**src/rtl/alu_arbiter.sv**
```systemverilog
// alu_arbiter: round-robin scheduler that shares one combinational Alu
// between two requesters over valid/ready request and response handshakes.
// Optional feature macro: ALU_ARB_STATS_EN adds saturating per-requester
// grant counters (grant_cnt0/grant_cnt1). The default build omits them.

// Combinational ALU shared by both requesters.
module Alu #(
    parameter int WIDTH = 32
) (
    input  logic [WIDTH-1:0] A,
    input  logic [WIDTH-1:0] B,
    input  logic [3:0]       ALU_Sel,
    output logic [WIDTH-1:0] ALU_Out,
    output logic             coutfin,
    output logic             z
);

    logic [WIDTH:0] wideResult;

    // Opcode decode; coutfin is the carry (add) or borrow (sub) out of the MSB
    always_comb begin
        wideResult = '0;
        ALU_Out    = '0;
        coutfin    = 1'b0;
        case (ALU_Sel)
            4'b0000: ALU_Out = A & B;
            4'b0001: ALU_Out = A | B;
            4'b0010: begin
                wideResult = {1'b0, A} + {1'b0, B};
                ALU_Out    = wideResult[WIDTH-1:0];
                coutfin    = wideResult[WIDTH];
            end
            4'b0110: begin
                wideResult = {1'b0, A} - {1'b0, B};
                ALU_Out    = wideResult[WIDTH-1:0];
                coutfin    = wideResult[WIDTH];
            end
            4'b0111: ALU_Out = {{(WIDTH-1){1'b0}}, ($signed(A) < $signed(B))};
            4'b1100: ALU_Out = ~(A | B);
            4'b1101: ALU_Out = A ^ B;
            default: ALU_Out = '0;
        endcase
    end

    assign z = (ALU_Out == '0);

endmodule

module alu_arbiter #(
    parameter int WIDTH = 32,
    parameter int CNT_W = 16
) (
    input  logic             clk,
    input  logic             rst_n,
    input  logic [1:0]       req_valid,
    output logic [1:0]       req_ready,
    input  logic [WIDTH-1:0] req_a0,
    input  logic [WIDTH-1:0] req_a1,
    input  logic [WIDTH-1:0] req_b0,
    input  logic [WIDTH-1:0] req_b1,
    input  logic [3:0]       req_sel0,
    input  logic [3:0]       req_sel1,
    output logic [1:0]       rsp_valid,
    input  logic [1:0]       rsp_ready,
    output logic [WIDTH-1:0] rsp_data,
    output logic             rsp_cout,
    output logic             rsp_z
`ifdef ALU_ARB_STATS_EN
    ,
    output logic [CNT_W-1:0] grant_cnt0,
    output logic [CNT_W-1:0] grant_cnt1
`endif
);

    localparam logic [1:0] IDLE = 2'd0;
    localparam logic [1:0] EXEC = 2'd1;
    localparam logic [1:0] RESP = 2'd2;

    logic [1:0]       state_q, state_d;
    logic             last_q, last_d;
    logic             owner_q, owner_d;
    logic [WIDTH-1:0] opA_q, opA_d;
    logic [WIDTH-1:0] opB_q, opB_d;
    logic [3:0]       opSel_q, opSel_d;
    logic [WIDTH-1:0] rspData_q, rspData_d;
    logic             rspCout_q, rspCout_d;
    logic             rspZ_q, rspZ_d;

    logic             grantVld;
    logic             grantIdx;
    logic [WIDTH-1:0] aluOut;
    logic             aluCout;
    logic             aluZ;

    Alu #(.WIDTH(WIDTH)) uAlu (
        .A       (opA_q),
        .B       (opB_q),
        .ALU_Sel (opSel_q),
        .ALU_Out (aluOut),
        .coutfin (aluCout),
        .z       (aluZ)
    );

    // On a tie the requester that was not served last wins
    always_comb begin
        grantVld = (state_q == IDLE) && (req_valid != 2'b00);
        grantIdx = (req_valid == 2'b11) ? ~last_q : req_valid[1];
    end

    // Handshake outputs; ready is held low while reset is asserted
    always_comb begin
        req_ready = 2'b00;
        if (grantVld && rst_n) begin
            req_ready = grantIdx ? 2'b10 : 2'b01;
        end
        rsp_valid = 2'b00;
        if (state_q == RESP) begin
            rsp_valid = owner_q ? 2'b10 : 2'b01;
        end
    end

    assign rsp_data = rspData_q;
    assign rsp_cout = rspCout_q;
    assign rsp_z    = rspZ_q;

    // FSM: latch operands on grant, capture ALU result after one EXEC cycle
    always_comb begin
        state_d   = state_q;
        last_d    = last_q;
        owner_d   = owner_q;
        opA_d     = opA_q;
        opB_d     = opB_q;
        opSel_d   = opSel_q;
        rspData_d = rspData_q;
        rspCout_d = rspCout_q;
        rspZ_d    = rspZ_q;
        case (state_q)
            IDLE: begin
                if (grantVld) begin
                    owner_d = grantIdx;
                    last_d  = grantIdx;
                    opA_d   = grantIdx ? req_a1 : req_a0;
                    opB_d   = grantIdx ? req_b1 : req_b0;
                    opSel_d = grantIdx ? req_sel1 : req_sel0;
                    state_d = EXEC;
                end
            end
            EXEC: begin
                rspData_d = aluOut;
                rspCout_d = aluCout;
                rspZ_d    = aluZ;
                state_d   = RESP;
            end
            RESP: begin
                if (rsp_ready[owner_q]) begin
                    state_d = IDLE;
                end
            end
            default: state_d = IDLE;
        endcase
    end

    // State registers with synchronous active-low reset
    always_ff @(posedge clk) begin
        if (!rst_n) begin
            state_q   <= IDLE;
            last_q    <= 1'b1;
            owner_q   <= 1'b0;
            opA_q     <= '0;
            opB_q     <= '0;
            opSel_q   <= '0;
            rspData_q <= '0;
            rspCout_q <= 1'b0;
            rspZ_q    <= 1'b0;
        end else begin
            state_q   <= state_d;
            last_q    <= last_d;
            owner_q   <= owner_d;
            opA_q     <= opA_d;
            opB_q     <= opB_d;
            opSel_q   <= opSel_d;
            rspData_q <= rspData_d;
            rspCout_q <= rspCout_d;
            rspZ_q    <= rspZ_d;
        end
    end

`ifdef ALU_ARB_STATS_EN
    logic [CNT_W-1:0] cnt0_q, cnt1_q;

    // Saturating count of accepted grants per requester
    always_ff @(posedge clk) begin
        if (!rst_n) begin
            cnt0_q <= '0;
            cnt1_q <= '0;
        end else if (grantVld) begin
            if (!grantIdx && (cnt0_q != '1)) cnt0_q <= cnt0_q + 1'b1;
            if (grantIdx && (cnt1_q != '1))  cnt1_q <= cnt1_q + 1'b1;
        end
    end

    assign grant_cnt0 = cnt0_q;
    assign grant_cnt1 = cnt1_q;
`endif

endmodule

```
**config.mk**
```make
export PLATFORM = sky130hd
export DESIGN_NAME = alu_arbiter
export DESIGN_NICKNAME = d
export VERILOG_FILES = /design/src/rtl/alu_arbiter.sv
export SDC_FILE = /design/constraint.sdc
export NUM_CORES = 1
export LEC_CHECK = 0
export CELL_PAD_IN_SITES_DETAIL_PLACEMENT = 0
export CELL_PAD_IN_SITES_GLOBAL_PLACEMENT = 1
export CORE_ASPECT_RATIO = 1.25
export CORE_MARGIN = 3
export CORE_UTILIZATION = 43
export DETAILED_ROUTE_END_ITERATION = 8
export GPL_TIMING_DRIVEN = 0
export PLACE_DENSITY_LB_ADDON = 0.1
export SETUP_SLACK_MARGIN = 0.02
export SYNTH_ARGS = -nofsm -noshare
export SYNTH_HDL_FRONTEND = slang
export SYNTH_SLANG_ARGS = --single-unit
```
**constraint.sdc**
```tcl
create_clock -name clk -period 5.2 [get_ports clk]
set_clock_uncertainty 0.15 [all_clocks]
set_input_delay 1.56 -clock clk [delete_from_list [all_inputs] [get_ports clk]]
set_output_delay 1.56 -clock clk [all_outputs]
set_load 0.005 [all_outputs]
```
==> run_results.csv, run 1 <==
group,metric,value,unit
run_status,status,"completed",
cells_and_area,layout_common_cells,"201 x nor2_1, 178 x clkdlybuf4s50_1, 106 x dfxtp_1, 99 x a211oi_1, 98 x ha_1",
grt,grt_busiest_layer,"met2",
die,initial_core_util,44.5,%
logic_synthesis,ys_types,90,
worst_setup_path,ff2ff_setup_slack,730,ps
grt,grt_use_total,30.8,%
routing,drt-pass1-iter-count,7,
logic_synthesis,synth_area,10400,um^2
routing,num_vias,11400,
cts,cts.clk_slew.worst_paths,90,ps
sta,report.final.slew_viol_count,0,
worst_setup_path,reg2reg_to,"rsp_z",
cts,htree_levels,3,
worst_setup_path,worst-setup-path-type,"input port to output port",
die,fp.dieArea,26100,um^2
cts,cts_tree,"built",
min_path,whs_path_depth,2,
cts,cts_sinks,106,
logic_synthesis,synth_cells,1392,
sta,fin_crit_sh,97.3,%
grt,overflow,0,
pwr,power_density,300,nW/um^2
min_path,hp-class,"flip-flop to flip-flop",
cells_and_area,diodes,0,
sta,rsz0062_at_grt,"false",
placement,gp_congestion,0.976,
routing,drc_errors,0,
cells_and_area,final_cells,1908,
logic_synthesis,synth_top_area_share,20.4,%
worst_setup_path,r2r-start,"opB_q[19]",
cells_and_area,syn_to_final_growth,24.7,%
min_path,holdPathEnd,"rsp_data[23]",
cts,cts_root_buf,"clkbuf_16",
pwr,power,3.88,mW
sta,min_period,5060,ps
worst_setup_path,crit_fanout,10,
pwr,p_leak,5.06,nW
cells_and_area,nNetsFinal,1825,
grt,grt_pass1_wl,63.2,mm
sta,worst-slew-pin-transition,1230,ps
pwr,peakVddDrop,0.000148,V
placement,port_buffers,178,
logic_synthesis,ys_seq_area_share,20.4,%
routing,final_antenna_net_count,0,
routing,viasPerCell,5.97,
min_path,hp-start,"rsp_data[23]",
logic_synthesis,synthTopCellsByArea,"dfxtp_1 20%, ha_1 12%, mux2i_1 7.9%, nor2_1 7.3%, a211oi_1 7.2%",
grt,met3_usage,3.63,%
sta,fin_hold_ws,307,ps
logic_synthesis,ys_ff_latch,106,
cells_and_area,final_common_cell,"nor2_1",
worst_setup_path,reg2regPathDepth,13,
cts,cts_hold_buf,0,
worst_setup_path,cp-end-kind,"output port",
logic_synthesis,synthArstFlopShare,0,%
grt,grt_max_degree,22,
cts,insertion_delay,370,ps
grt,antenna_found_initial,0,
sta,finalHoldViolCount,0,
cells_and_area,drive_gt1_share,5.16,%
die,rows,62,
worst_setup_path,cp.required,3490,ps
worst_setup_path,setup.worst_path.start,"req_valid[1]",
logic_synthesis,yosysTopAreaCell,"dfxtp_1",
logic_synthesis,synth_edf_count,0,
cts,cts-buffers-inserted,9,
grt,grt_pass1_vias,10700,
sta,final-setup-viol-count,0,
logic_synthesis,avgSynthCellArea,7.46,um^2
die,io_pins,180,
sta,relSlewSlack,16.6,%
placement,dp_hpwl,33.3,mm
die,fp.coreArea,23300,um^2
routing,wl_per_cell,22.0,um
die,die_h,180,um
logic_synthesis,syn-num-nets,1634,
routing,wirelength,42.1,mm
die,die_x,145,um
logic_synthesis,synth_flop_cell,"dfxtp_1",
worst_setup_path,cp_data_arrival_time,3350,ps
grt,grt_use_met2,53.8,%
routing,drtIter0Drc,903,
logic_synthesis,ys.warnings.count,0,
cts,cts_max_path_buffers,2,
sta,clock.fmax,198,MHz
grt,grtUsageMet1,38.5,%
worst_setup_path,worst_setup_path_start_kind,"input port",
placement,dp_cells,1890,
run,max_cap_violations,0,
## cell usage after synthesis (all sizes together), types with 40 or more instances
cell / instances
nor3: 45
nand2: 82
o21ai: 60
a211oi: 100
clkbuf: 57
ha: 98
dfxtp: 106
nor2: 201
buf: 40
mux2i: 82
inv: 95
a21oi: 99
## report_power, final
part           total, mW  internal [mW]  leakage, nW  switching (mW)
Sequential          1.01          0.911        0.878           0.102
Combinational       2.06          0.782         4.02            1.28
Clock              0.804          0.394        0.160           0.410
## cell type report
cell class	instances	area, um^2
Tap cell	320	400
Clock buffer	9	225
Fill cell	2342	10400
Sequential cell	106	2120
Multi-Input combinational cell	1094	7490
Inverter	95	357
Timing Repair Buffer	180	1800
Buffer	97	448
Clock inverter	7	108
## state kept, by name, indices dropped and copies added, names as in the netlist
register	cells
opA_q	32
opB_q	32
rsp_data	32
opSel_q	4
state_q	2
last_q	1
owner_q	1
rsp_cout	1
rsp_z	1
## layer usage
| metal | wire length, um | up-vias |
|---|---|---|
| li1 | - | 5416 |
| met1 | 17200 | 5389 |
| met2 | 20600 | 498 |
| met3 | 2680 | 85 |
| met4 | 1630 | 0 |
| met5 | 0 | - |
## critical path, cell delays in order
cell	delay (ps)
clkdlybuf4s50_1	500
o21a_1	170
clkbuf_4	300
and2_1	180
nor2b_1	130
clkdlybuf4s50_1	510
## timing repair
action                     in CTS  in global routing
buffers inserted                0                  2
gates resized for setup         9                  0
setup endpoints to repair       2                  2
## stage by stage
step	utilization (%)	setup slack [ps]	TNS, ps	area, um^2
finish	55.4	138	0	12900
global route	55.4	52.7	0	12900
CTS	55.4	55.7	0	12900
detailed placement	53.8	-926	-1520	12600
global placement	53.8	-927	-1530	12600
floorplan	-	878	0	10400
## worst max-delay path by stage
stage	to	slack [ps]	cells past startpoint
after detailed placement	req_ready[1]	-930	6
after global placement	req_ready[1]	-930	6
after floorplan	req_ready[1]	880	4
final	req_ready[0]	140	6
after global routing	req_ready[1]	50	6
after CTS	req_ready[1]	60	6
## cells by family (layout without fill, tap and decap cells)
group	count (synthesis)	after routing	share of synthesized area [%]
AO/OA/AOI/OAI	437	437	29.8
XOR/XNOR	12	12	1.01
adder cells (fa/ha/maj)	100	100	12.2
buffers and inverters	192	388	7.53
flip-flops	106	106	20.4
multiplexers	82	82	7.91
AND/OR/NAND/NOR	463	463	21.1
No activity file was read; power rests on OpenSTA's default activity.
==> inputs of run 2 (changes only) <==
--- a/config.mk
+++ b/config.mk
@@ -13,6 +13,7 @@
 export DETAILED_ROUTE_END_ITERATION = 8
 export GPL_TIMING_DRIVEN = 0
 export PLACE_DENSITY_LB_ADDON = 0.1
+export RECOVER_POWER = 25
 export SETUP_SLACK_MARGIN = 0.02
 export SYNTH_ARGS = -nofsm -noshare
 export SYNTH_HDL_FRONTEND = slang
==> run 2 against run 1 <==
First-iteration DRC count rose by 2.0%. Critical path depth did not move. Largest cell class unchanged. Total power shrank 0.21%. Sequential share of layout area stayed put. Cell count stayed put. Flip-flop and latch count unchanged. Worst hold slack lost 2.7 ps.
==> run_results.csv, run 2 (same netlist as run 1, synthesis figures left out) <==
group,metric,value,unit
run_status,status,"completed",
cts,htree_levels,3,
cts,cts_sinks,106,
cells_and_area,fillers,2342,
pwr,clockPowerShare,20.8,%
pwr,p_int,2.08,mW
cells_and_area,final_common_cell,"nor2_1",
grt,grt_pass1_wl,63.2,mm
sta,clock.fmax,197,MHz
grt,grt_pass1_vias,10700,
cts,insertion_delay,380,ps
worst_setup_path,worst_setup_path_start_kind,"input port",
die,initial_core_util,44.5,%
cts,cts_hold_buf,0,
cells_and_area,diodes,0,
sta,worst-slew-pin-transition,1200,ps
cts,cts-buffers-inserted,9,
grt,grt_max_degree,22,
pwr,power_density,299,nW/um^2
sta,min_period,5070,ps
worst_setup_path,path_cells,"clkdlybuf4s50_1, o21a_1, clkbuf_4, and2_1, nor2b_1, clkdlybuf4s50_1",
min_path,hp-class,"flip-flop to flip-flop",
cells_and_area,syn_to_final_growth,24.7,%
cells_and_area,nNetsFinal,1825,
placement,gp_congestion,0.976,
worst_setup_path,cp_data_arrival_time,3360,ps
worst_setup_path,slowest_stage,"clkdlybuf4s50_1",
routing,drc_errors,0,
worst_setup_path,cpPeakStageDelay,510,ps
pwr,combPwrFrac,53.1,%
worst_setup_path,crit_top_cell,"clkdlybuf4s50_1",
sta,fin_crit_sh,97.5,%
cts,cts_max_path_buffers,2,
grt,grt_use_total,30.8,%
cells_and_area,design_area,12900,um^2
placement,dp_worst_setup_slack,-926,ps
cells_and_area,drive_gt1_share,5.10,%
placement,placed_cell_area,12600,um^2
grt,overflow,0,
worst_setup_path,path_buf_inv,3,
die,fp.dieArea,26100,um^2
placement,port_buffers,178,
sta,finalHoldViolCount,0,
die,die_x,145,um
routing,final_antenna_net_count,0,
cts,cts_root_buf,"clkbuf_16",
pwr,switchingPower,1.80,mW
cts,cts.clk_slew.worst_paths,90,ps
worst_setup_path,critPathTopFamily,"buffers and inverters",
sta,fin_hold_ws,305,ps
die,die_h,180,um
worst_setup_path,cp.required,3490,ps
cells_and_area,layout_common_cells,"201 x nor2_1, 146 x clkdlybuf4s50_1, 106 x dfxtp_1, 99 x a211oi_1, 98 x ha_1",
routing,drt-pass1-iter-count,6,
routing,drtIter0Drc,921,
run,max_cap_violations,0,
pwr,power_switching_share,46.4,%
die,io_pins,180,
routing,viasPerCell,5.98,
pwr,seqPwrFrac,26.1,%
cells_and_area,regArea,2120,um^2
routing,num_vias,11400,
grt,antenna_found_initial,0,
worst_setup_path,worst-setup-path-type,"input port to output port",
placement,dp_hpwl,33.3,mm
cts,cts_tree,"built",
cells_and_area,multiInputGateArea,7490,um^2
sta,final-setup-viol-count,0,
routing,wirelength,42.1,mm
die,fp.coreArea,23300,um^2
sta,setup_ws,132,ps
worst_setup_path,cp-end-kind,"output port",
pwr,peakVddDrop,0.000150,V
sta,report.final.slew_viol_count,0,
pwr,p_leak,5.15,nW
sta,relSlewSlack,19.1,%
sta,rsz0062_at_grt,"false",
die,rows,62,
routing,wl_per_cell,22.1,um
worst_setup_path,crit_fanout,10,
run 2: changes by cell type in the layout (fill, tap and decap cells not counted), sizes merged:
cell and delta:
clkdlybuf4s50 -32, dlygate4sd3 +32
run 2: final cells by class:
class / instances / share of cell area [%]
timing repair buffer: 180 / 13.9
clock buffer: 9 / 1.74
sequential: 106 / 16.4
inverter: 95 / 2.76
buffer: 97 / 3.46
clock inverter: 7 / 0.831
tap: 320 / 3.09
multi-input combinational: 1094 / 57.8
run 2: worst register-to-register path, cell delays in order, from the launching register on:
cell and delay [ps]:
dfxtp_1 390, inv_1 80, ha_1 300, clkbuf_1 270, nor4_1 920, o31ai_1 290, a311oi_1 440, o21ai_0 120
a21oi_1 360, o31a_1 230, nor3_1 50, nor3_1 430, nand4_1 220, o31ai_2 260
run 2: power by group through the flow:
| stage | Combinational [mW] | Sequential [mW] | Clock, mW |
|---|---|---|---|
| CTS | 2.02 | 1.01 | 0.806 |
| finish | 2.06 | 1.01 | 0.805 |
| detailed placement | 2.01 | 1.03 | 0 |
| global route | 2.23 | 1.03 | 0.829 |
| global placement | 2.00 | 1.03 | 0 |
| floorplan | 1.33 | 0.997 | 0 |
run 2: timing repair:
action | 4_1_cts | 5_1_grt
hold endpoints to repair | 0 | 0
endpoints found under the setup margin | 2 | 2
setup buffers | 0 | 2
gates resized for setup | 9 | 0
run 2: final timing paths:
| kind | start | end | slack [ps] | depth (start not counted) |
|---|---|---|---|---|
| worst max-delay path | req_valid[1] | req_ready[0] | 130 | 6 |
| worst min register to register | rsp_data[23] | rsp_data[23] | 300 | 2 |
| worst min-delay path | rsp_data[23] | rsp_data[23] | 300 | 2 |
| worst max register to register | opB_q[19] | rsp_z | 600 | 13 |
run 2: routing by layer:
metal / share of wire (%) / vias to the layer above / track usage (%) / routed length, um
met3: 6.3 / 88 / 3.63 / 2650
met5: 0 / - / 0 / 0
li1: - / 5412 / - / -
met1: 41 / 5429 / 38.5 / 17300
met4: 4.0 / 0 / 12.3 / 1700
met2: 49 / 485 / 53.8 / 20500
run 2: stage by stage:
step	total power, mW	instances	TNS [ps]	util [%]
finish	3.87	1908	0	55.4
global route	4.08	1908	0	55.4
CTS	3.84	1906	0	55.4
detailed placement	3.04	1890	-1520	53.8
global placement	3.03	1890	-1530	53.8
floorplan	2.33	1392	0	-
